`src/rtl/control_sequencer.sv`:
```
// Multi-cycle fetch/decode/exec/mem/wb sequencer. Zero-wait instructions take 4 cycles, or 5 with a data access.
// Fetch and memory stalls last until the ack arrives. Define SEQ_STEP_EN to add a step input that runs one instruction per pulse.
module control_sequencer (
  input  logic        clk,
  input  logic        rst_n,
`ifdef SEQ_STEP_EN
  input  logic        step,
`endif
  output logic [7:0]  imem_addr,
  output logic        imem_req,
  input  logic        imem_ack,
  input  logic [15:0] imem_data,
  output logic [3:0]  opcode,
  input  logic [7:0]  ctrl_flags,
  output logic [15:0] ir,
  input  logic        cond,
  input  logic [7:0]  target_pc,
  output logic        dmem_req,
  output logic        dmem_we,
  input  logic        dmem_ack,
  output logic        rf_we,
  output logic        instr_done
);

  typedef enum logic [2:0] {
    IDLE   = 3'd0,
    FETCH  = 3'd1,
    DECODE = 3'd2,
    EXEC   = 3'd3,
    MEM    = 3'd4,
    WB     = 3'd5
  } state_t;

  state_t      state_q, state_d;
  logic [7:0]  pc_q, pc_d;
  logic [15:0] ir_q, ir_d;
  logic        imem_req_q, imem_req_d;
  logic        dmem_req_q, dmem_req_d;
  logic        dmem_we_q, dmem_we_d;
  logic        rf_we_q, rf_we_d;
  logic        instr_done_q, instr_done_d;

  logic br, jimm, jreg, mw, mr, take;
  logic unused_flags;

  assign br   = ctrl_flags[7];
  assign jimm = ctrl_flags[5];
  assign jreg = ctrl_flags[4];
  assign mw   = ctrl_flags[2];
  assign mr   = ctrl_flags[1];
  assign take = jreg | (jimm & ~br) | (br & cond);
  // imm, link and ld steer the datapath only; the sequencer has no use for them.
  assign unused_flags = ^{ctrl_flags[6], ctrl_flags[3], ctrl_flags[0]};

  always_comb begin
    state_d = state_q;
    pc_d    = pc_q;
    ir_d    = ir_q;
    case (state_q)
      IDLE: begin
`ifdef SEQ_STEP_EN
        if (step) state_d = FETCH;
`else
        state_d = FETCH;
`endif
      end
      FETCH: begin
        if (imem_ack) begin
          ir_d    = imem_data;
          state_d = DECODE;
        end
      end
      DECODE: state_d = EXEC;
      EXEC:   state_d = (mw | mr) ? MEM : WB;
      MEM: begin
        if (dmem_ack) state_d = WB;
      end
      WB: begin
        pc_d = take ? target_pc : pc_q + 8'd1;
`ifdef SEQ_STEP_EN
        state_d = IDLE;
`else
        state_d = FETCH;
`endif
      end
      default: state_d = IDLE;
    endcase

    // Outputs are registered, so they are decoded from the state being entered.
    imem_req_d   = (state_d == FETCH);
    dmem_req_d   = (state_d == MEM);
    dmem_we_d    = (state_d == MEM) & mw;
    rf_we_d      = (state_d == WB) & ~mw & ~br;
    instr_done_d = (state_d == WB);
  end

  always_ff @(posedge clk or negedge rst_n) begin
    if (!rst_n) begin
      state_q      <= IDLE;
      pc_q         <= 8'h00;
      ir_q         <= 16'h0000;
      imem_req_q   <= 1'b0;
      dmem_req_q   <= 1'b0;
      dmem_we_q    <= 1'b0;
      rf_we_q      <= 1'b0;
      instr_done_q <= 1'b0;
    end else begin
      state_q      <= state_d;
      pc_q         <= pc_d;
      ir_q         <= ir_d;
      imem_req_q   <= imem_req_d;
      dmem_req_q   <= dmem_req_d;
      dmem_we_q    <= dmem_we_d;
      rf_we_q      <= rf_we_d;
      instr_done_q <= instr_done_d;
    end
  end

  assign imem_addr  = pc_q;
  assign imem_req   = imem_req_q;
  assign ir         = ir_q;
  assign opcode     = ir_q[15:12];
  assign dmem_req   = dmem_req_q;
  assign dmem_we    = dmem_we_q;
  assign rf_we      = rf_we_q;
  assign instr_done = instr_done_q;

endmodule

```
`config.mk`:
```
export PLATFORM = sky130hd
export DESIGN_NAME = control_sequencer
export DESIGN_NICKNAME = d
export VERILOG_FILES = /design/src/rtl/control_sequencer.sv
export SDC_FILE = /design/constraint.sdc
export NUM_CORES = 1
export LEC_CHECK = 0
export ABC_AREA = 1
export CAP_MARGIN = 20
export CORE_UTILIZATION = 44
export CTS_CLUSTER_DIAMETER = 30
export DETAILED_ROUTE_END_ITERATION = 10
export PLACE_DENSITY_LB_ADDON = 0.2
export SYNTH_ARGS = -nofsm -noshare
export SYNTH_HDL_FRONTEND = slang
export SYNTH_SLANG_ARGS = --single-unit
export TNS_END_PERCENT = 30
```
`constraint.sdc`:
```
create_clock -name clk -period 3.2 [get_ports clk]
set_clock_uncertainty 0.05 [all_clocks]
set_input_delay 0.64 -clock clk [delete_from_list [all_inputs] [get_ports clk]]
set_output_delay 0.64 -clock clk [all_outputs]
set_load 0.01 [all_outputs]
```
==> key figures, run 1 <==
Place
  – Dpl cells: 297
  – I/O Buffers: 66
  – Hpwl dp: 2430 µm
  – DP Area: 0.00219 mm²
  – Final GP Congestion: 0.760

Global routing
  – Initial antenna violation count: 0
  – Total Routing Usage GR: 0.211
  – Number of global-route vias before repair: 1301
  – Largest net degree at the start of global routing: 33
  – First-pass GRT wire length: 5560 µm
  – Gr ovfl total: 0

Min path
  – Hold Path Stages: 2
  – HP Class: flip-flop to flip-flop

Power and ir drop
  – Worst IR drop on VDD: 0.520 mV
  – Leak pwr: 1.13 nW
  – Switching share of power: 0.370
  – Pwr per Cell Area: 909 mW/mm²
  – Register share of total power: 0.359
  – Cell-internal power: 1.31 mW
  – Switching power: 0.767 mW
  – Clock Power Share: 0.166
  – Comb pwr share: 0.475
  – Power, Total: 2.07 mW

Cells and area
  – Most frequent cells in the layout: nand2_1 (78), clkdlybuf4s50_1 (66), dfrtp_1 (32)
  – Non-filler cells, final: 305
  – Share of cells above drive strength 1: 0.0575
  – Most common cell after layout, fill and taps aside: nand2_1
  – Nets: 298
  – # diodes: 0
  – Post-layout instance area: 0.00228 mm²
  – Area Growth Syn to Fin: 50.7%

Routing
  – DRT Pass-1 Iters: 4
  – Remaining DRCs: 0
  – Final antenna-violating net count: 0
  – Avg WL per Cell: 11.0 µm
  – Drt initial violations: 71
  – Via count: 1424
  – Via-to-Cell Ratio: 4.67
  – Routed wire length: 3350 µm

Setup path
  – WP data required: 2510 ps
  – R2R setup slack: 1590 ps
  – CP Capture Type: primary output
  – Top delay family on crit path: buffers and inverters
  – CP max FO: 6
  – Crit path kind: flip-flop to primary output
  – Crit path launch type: flip-flop
  – Worst Path Arrival: 1370 ps
  – Slowest stage delay, CP: 570 ps
  – Reg2reg path depth: 5
  – CP Buf/Inv Count: 1
  – Cells along the critical path: clkdlybuf4s50_1
  – CP max-delay cell: clkdlybuf4s50_1
  – Levels on crit path: 1

CTS
  – Root Driver: clkbuf_4
  – CTS Buf Count: 5
  – Clock sink count: 32
  – # hold bufs at CTS: 0
  – Post-CTS setup buffer count: 0
  – Post-CTS resize count: 0
  – Clock Path Buffers: 2
  – Worst-path clk slew: 100 ps
  – CTS tree: built
  – Clock latency on the worst-skew pair: 330 ps
  – H-tree levels: 2

Die
  – FP Rows: 20
  – Die area: 0.00368 mm²
  – Number of top-level pins: 70
  – Die H: 60.7 µm
  – Core area: 0.00315 mm²
  – Die W: 60.7 µm
  – Starting Density: 0.480

Logic synthesis
  – Post-synthesis net count: 231
  – Yosys top cell by area: dfrtp_1
  – Ranking of synthesized cells by area: dfrtp_1 (53%), nand2_1 (19%), nand3_1 (5.0%)
  – Syn Area/Cell: 7.84 µm²
  – Share of Yosys cell area claimed by the top area cell type: 0.529
  – Post-synthesis cell type count: 21
  – Sequential fraction of the synthesis area: 0.529
  – Yosys synthesis warning count: 0
  – Mapped Cells: 193
  – Post-synthesis cell area: 0.00151 mm²
  – #FFs+latches synth: 32

Timing
  – Max_slew headroom: 0.673
  – RSZ-0062 raised after global routing: false
  – Worst slew pin tran: 489 ps
  – Min Hold Slack: 429 ps
  – Final hold vios: 0
  – Fmax: 0.486 GHz
  – Min Tclk post-route: 2060 ps
  – Fin. max-slew vios: 0
  – Final period utilization: 0.643
  – Final setup fails: 0
  – Sum Neg Setup Slack: 0 ps

Run status
  – Status: complete, no violations

Run
  – Max Cap Viol: 0
-- per-stage QoR --
stage,setup WS [ps],utilization
after floorplan,1710,-
after global placement,1030,0.693
after detailed placement,971,0.693
after CTS,1120,0.723
after global routing,1060,0.723
final,1140,0.723
-- worst paths after layout --
| kind | from | end |
|---|---|---|
| worst max-delay path | imem_addr[2] | imem_addr[2] |
| worst min-delay path | ir[9] | ir[9] |
| worst max register to register | state_q[1] | imem_addr[2] |
| worst min register to register | ir[9] | ir[9] |
| max in group asynchronous | rst_n | imem_addr[1] |
| min in group asynchronous | rst_n | ir[10] |
-- logic make-up after synthesis --
| logic type | count (synthesis) | share of synthesized area |
|---|---|---|
| xor+xnor | 2 | 0.0116 |
| fa+ha+maj | 1 | 0.00826 |
| flops | 32 | 0.529 |
| simple gates | 119 | 0.326 |
| buf+inv | 29 | 0.0909 |
| compound gates | 10 | 0.0339 |
-- power groups by stage --
stage | sequential, mW | clock, mW | combinational, mW
detailed placement | 0.748 | 0 | 0.993
global placement | 0.744 | 0 | 0.969
floorplan | 0.810 | 0 | 0.452
finish | 0.745 | 0.344 | 0.984
global route | 0.773 | 0.373 | 1.10
CTS | 0.743 | 0.352 | 0.996
-- state kept, by name, summed over array words and instances (netlist names) --
signal and cells:
dmem_req 1, dmem_we 1, imem_addr 8, imem_req 1
instr_done 1, ir 16, rf_we 1, state_q 3
-- layer usage --
metal / wire length (µm) / global-route usage
met5: 0 / 0
met4: 48 / 0.0812
met3: 205 / 0.0682
met2: 1580 / 0.353
met1: 1510 / 0.255
-- cells in the mapped netlist, drive strengths merged --
library cell / instances
or2: 1
nand2: 79
nand3: 15
a21oi: 3
o22ai: 1
nor3: 3
inv: 21
nand4: 2
xnor2: 1
dfrtp: 32
nor2: 18
nand3b: 1
ha: 1
o21ai: 6
xor2: 1
buf: 8
-- cell type report --
class / instances / area [µm²]
clock buffer: 7 / 65.1
clock inverter: 1 / 30.0
fill: 258 / 872
inverter: 21 / 78.8
multi-input combinational: 132 / 576
sequential: 32 / 801
tap: 44 / 55.1
timing repair buffer: 68 / 676
Note: power is estimated with default switching activity, not from simulation.
==> run 2: changes to the inputs <==
Settings changed: CORE_UTILIZATION 44 to 37.
Clock period 3.2 ns to 1.82 ns, I/O delays scaled along.
==> key figures, run 2 (synthesis gave the netlist of run 1 again) <==
Timing
  – Max_slew headroom: 0.728 (+0.0552)
  – Final setup fails: 0 (unchanged)
  – Min Tclk post-route: 1730 ps
  – Setup slack after layout: 93.9 ps (-1050 ps)
  – Fin. max-slew vios: 0 (unchanged)
  – Final hold vios: 0 (unchanged)
  – Sum Neg Setup Slack: 0 ps (unchanged)
  – Final period utilization: 0.948
  – Worst slew pin tran: 408 ps (-81.5 ps)
  – RSZ-0062 raised after global routing: false
  – Fmax: 0.579 GHz
  – Min Hold Slack: 421 ps (-8.33 ps)

Setup path
  – Slowest stage delay, CP: 580 ps (about the same)
  – Top delay family on crit path: buffers and inverters
  – Cells along the critical path: clkdlybuf4s50_1
  – Crit path launch type: flip-flop
  – CP Buf/Inv Count: 1 (unchanged)
  – CP max FO: 6 (unchanged)
  – CP max-delay cell: clkdlybuf4s50_1
  – Worst Path Arrival: 1310 ps (-60 ps)
  – CP Capture Type: primary output
  – Crit path kind: flip-flop to primary output
  – WP data required: 1410 ps (-1100 ps)

CTS
  – H-tree levels: 2 (unchanged)
  – Post-CTS setup buffer count: 0 (unchanged)
  – Clock latency on the worst-skew pair: 280 ps (-50 ps)
  – Root Driver: clkbuf_8
  – CTS Buf Count: 5 (unchanged)
  – Post-CTS resize count: 0 (unchanged)
  – Clock Path Buffers: 2 (unchanged)
  – Worst-path clk slew: 60 ps (-40 ps)
  – CTS tree: built
  – Clock sink count: 32 (unchanged)
  – # hold bufs at CTS: 0 (unchanged)

Place
  – Hpwl dp: 2540 µm (+4.8%)
  – DP Area: 0.00221 mm² (+0.92%)
  – I/O Buffers: 66 (unchanged)
  – Final GP Congestion: 0.786 (+3.4%)
  – Dpl cells: 303 (+2.0%)
  – Setup WS pre-CTS: 64.3 ps (-907 ps)

Global routing
  – Gr ovfl total: 0 (unchanged)
  – First-pass GRT wire length: 5800 µm (+4.3%)
  – Largest net degree at the start of global routing: 33 (unchanged)
  – Number of global-route vias before repair: 1394 (+7.1%)
  – Initial antenna violation count: 0 (unchanged)
  – Total Routing Usage GR: 0.180 (-0.0315)

Routing
  – Via-to-Cell Ratio: 4.58 (-1.9%)
  – Via count: 1424 (unchanged)
  – Avg WL per Cell: 10.9 µm (-0.38%)
  – Routed wire length: 3400 µm (+1.6%)
  – Remaining DRCs: 0 (unchanged)
  – Final antenna-violating net count: 0 (unchanged)
  – DRT Pass-1 Iters: 4 (unchanged)
  – Drt initial violations: 52 (-27%)

Die
  – Number of top-level pins: 70 (unchanged)
  – Die H: 66.0 µm (+8.7%)
  – FP Rows: 22 (+10%)
  – Starting Density: 0.399 (-0.0816)
  – Die area: 0.00435 mm² (+18%)
  – Die W: 66.0 µm (+8.7%)
  – Core area: 0.00380 mm² (+20%)

Cells and area
  – Layout fillers: 377 (+46%)
  – # diodes: 0 (unchanged)
  – Nets: 300 (+0.67%)
  – Non-filler cells, final: 311 (+2.0%)
  – Number of flip-flops under the largest register name: 16 (unchanged)
  – Share of cells above drive strength 1: 0.0608 (+0.00337)
  – Post-layout instance area: 0.00231 mm² (+1.4%)
  – Most common cell after layout, fill and taps aside: nand2_1
  – Area Growth Syn to Fin: 52.8%
  – Most frequent cells in the layout: nand2_1 (78), clkdlybuf4s50_1 (66), dfrtp_1 (32)
  – Utilization after layout: 0.609 (-0.114)

Min path
  – HP Class: input port to asynchronous set/reset pin

Power and ir drop
  – Worst IR drop on VDD: 0.833 mV (+60%)
  – Leak pwr: 1.15 nW (+1.1%)
  – Power, Total: 3.70 mW (+78%)
  – Pwr per Cell Area: 1600 mW/mm² (+76%)

Run
  – Max Cap Viol: 0 (unchanged)

Run status
  – Status: complete, no violations
## run 2: power breakdown
group | total, mW | switching (mW) | internal [mW]
Sequential | 1.30 | 0.264 | 1.04
Combinational | 1.74 | 0.829 | 0.908
Clock | 0.661 | 0.256 | 0.406
Total | 3.70 | 1.35 | 2.35
## run 2: final timing paths
| path | from | endpoint | slack (ps) | depth (start not counted) |
|---|---|---|---|---|
| setup reg to reg | imem_addr[1] | imem_addr[4] | 450 | 6 |
| min in group clk | ir[3] | ir[3] | 420 | 2 |
| hold reg to reg | ir[3] | ir[3] | 420 | 2 |
| setup / recovery | imem_addr[2] | imem_addr[2] | 90 | 1 |
| max in group asynchronous | rst_n | imem_addr[7] | 1010 | 2 |
| hold / removal | rst_n | ir[5] | 420 | 2 |
## run 2: layout make-up
type                    instances  area, µm²  area share
inverters                      21       78.8      0.0341
clock inverters                 2       35.0      0.0151
multi-input cells             132        576       0.249
well taps                      48       60.1      0.0260
repair buffers                 70        691       0.299
clock buffers                   6       72.6      0.0314
flip-flops and latches         32        801       0.346
## run 2: metal layers
metal | up-vias | track usage | share of wire
met3 | 8 | 0.0534 | 0.061
met2 | 46 | 0.305 | 0.47
met1 | 639 | 0.200 | 0.45
met4 | 0 | 0.0984 | 0.024
li1 | 731 | - | -
met5 | - | 0 | 0
==> run 3: changes to the inputs <==
Settings changed: CTS_CLUSTER_DIAMETER 30 to 40, HOLD_SLACK_MARGIN set to 0.05, REMOVE_ABC_BUFFERS set to 1.
==> key figures, run 3 (synthesis gave the netlist of run 1 again) <==
Cells and area
  – Post-layout instance area: 0.00230 mm² (-0.49%)
  – Nets: 300 (unchanged)
  – Number of flip-flops under the largest register name: 16 (unchanged)
  – FF+latch area: 801 µm² (unchanged)
  – Share of cells above drive strength 1: 0.0611 (+0.000232)
  – Area Growth Syn to Fin: 52.1%
  – Layout fillers: 344 (-8.8%)
  – Multi-input logic area: 576 µm² (unchanged)
  – Non-filler cells, final: 310 (-0.32%)
  – Most frequent cells in the layout: nand2_1 (78), clkdlybuf4s50_1 (66), dfrtp_1 (32)
  – Most common cell after layout, fill and taps aside: nand2_1
  – # diodes: 0 (unchanged)

CTS
  – Clock latency on the worst-skew pair: 280 ps (about the same)
  – H-tree levels: 2 (unchanged)
  – CTS tree: built
  – Worst-path clk slew: 70 ps (about the same)
  – Clock Path Buffers: 2 (unchanged)
  – Clock sink count: 32 (unchanged)
  – # hold bufs at CTS: 0 (unchanged)
  – Post-CTS resize count: 0 (unchanged)
  – CTS Buf Count: 5 (unchanged)
  – Root Driver: clkbuf_8
  – Post-CTS setup buffer count: 0 (unchanged)

Place
  – Final GP Congestion: 0.824 (+4.8%)
  – I/O Buffers: 66 (unchanged)
  – Hpwl dp: 2450 µm (-3.7%)
  – Dpl cells: 303 (unchanged)
  – DP Area: 0.00221 mm² (unchanged)

Die
  – Die area: 0.00435 mm² (unchanged)
  – Starting Density: 0.399 (unchanged)
  – FP Rows: 22 (unchanged)
  – Number of top-level pins: 70 (unchanged)
  – Die W: 66.0 µm (unchanged)
  – Die H: 66.0 µm (unchanged)
  – Core area: 0.00380 mm² (unchanged)

Timing
  – Worst slew pin tran: 406 ps (-1.85 ps)
  – Max_slew headroom: 0.730 (+0.00123)
  – Min Hold Slack: 418 ps (-2.56 ps)
  – Final hold vios: 0 (unchanged)
  – Sum Neg Setup Slack: 0 ps (unchanged)
  – Final setup fails: 0 (unchanged)
  – Min Tclk post-route: 1710 ps (-20.9 ps)
  – Fmax: 0.586 GHz (+1.2%)
  – Fin. max-slew vios: 0 (unchanged)
  – RSZ-0062 raised after global routing: false
  – Final period utilization: 0.937 (-0.0115)

Global routing
  – Total Routing Usage GR: 0.177 (-0.00253)
  – Initial antenna violation count: 0 (unchanged)
  – Gr ovfl total: 0 (unchanged)
  – Largest net degree at the start of global routing: 33 (unchanged)
  – Number of global-route vias before repair: 1288 (-7.6%)
  – First-pass GRT wire length: 5730 µm (-1.2%)

Routing
  – Via count: 1413 (-0.77%)
  – Routed wire length: 3390 µm (-0.26%)
  – DRT Pass-1 Iters: 4 (unchanged)
  – Final antenna-violating net count: 0 (unchanged)
  – Drt initial violations: 81 (+56%)
  – Avg WL per Cell: 10.9 µm (about the same)
  – Via-to-Cell Ratio: 4.56 (-0.45%)
  – Remaining DRCs: 0 (unchanged)

Power and ir drop
  – Worst IR drop on VDD: 0.741 mV (-11%)
  – Leak pwr: 1.14 nW (-0.42%)
  – Pwr per Cell Area: 1570 mW/mm² (-1.6%)
  – Power, Total: 3.62 mW (-2.1%)

Setup path
  – Worst Path Arrival: 1290 ps (-20 ps)
  – Crit path kind: flip-flop to primary output
  – Crit path launch type: flip-flop
  – CP max-delay cell: clkdlybuf4s50_1
  – Top delay family on crit path: buffers and inverters
  – Slowest stage delay, CP: 570 ps (about the same)
  – CP max FO: 6 (unchanged)
  – CP Buf/Inv Count: 1 (unchanged)
  – Cells along the critical path: clkdlybuf4s50_1
  – CP Capture Type: primary output
  – WP data required: 1410 ps (about the same)

Min path
  – HP Class: flip-flop to flip-flop

Run status
  – Status: complete, no violations

Run
  – Max Cap Viol: 0 (unchanged)
## run 3: report_power, final
part           internal, mW  switching (mW)
Sequential             1.04           0.274
Clock                 0.336           0.243
Combinational         0.908           0.823
Total                  2.28            1.34
## run 3: metrics by stage
stage / setup slack [ps] / utilization
3_3_place_gp: 84.9 / 0.581
2_1_floorplan: 391 / -
5_1_grt: 55.0 / 0.606
4_1_cts: 105 / 0.606
3_5_place_dp: 88.1 / 0.581
6_report: 115 / 0.606
## run 3: final cells by class
cell class	count	share of cell area
sequential	32	0.348
timing repair buffer	70	0.300
multi-input combinational	132	0.250
clock buffer	7	0.0418
inverter	21	0.0342
tap	48	0.0261
## run 3: worst paths after layout
| check | startpoint | to | slack (ps) | cells past startpoint |
|---|---|---|---|---|
| worst max-delay path | imem_addr[4] | imem_addr[4] | 110 | 1 |
| worst min-delay path | ir[7] | ir[7] | 420 | 2 |
| worst max register to register | state_q[1] | imem_addr[2] | 420 | 5 |
| worst min register to register | ir[7] | ir[7] | 420 | 2 |
| max in group asynchronous | rst_n | ir[13] | 980 | 2 |
| min in group asynchronous | rst_n | ir[4] | 430 | 2 |
## run 3: layer usage
metal,global-route usage,wire [µm],vias up
li1,-,-,726
met1,0.225,1590,634
met2,0.270,1530,46
met3,0.0552,210,7
met4,0.0878,62,0
met5,0,0,-
## run 3: worst register-to-register path: stages (launching register included)
cell and delay, ps:
dfrtp_1 440, inv_1 140, nand3_1 250, inv_1 190
o21ai_0 110, o21ai_0 140
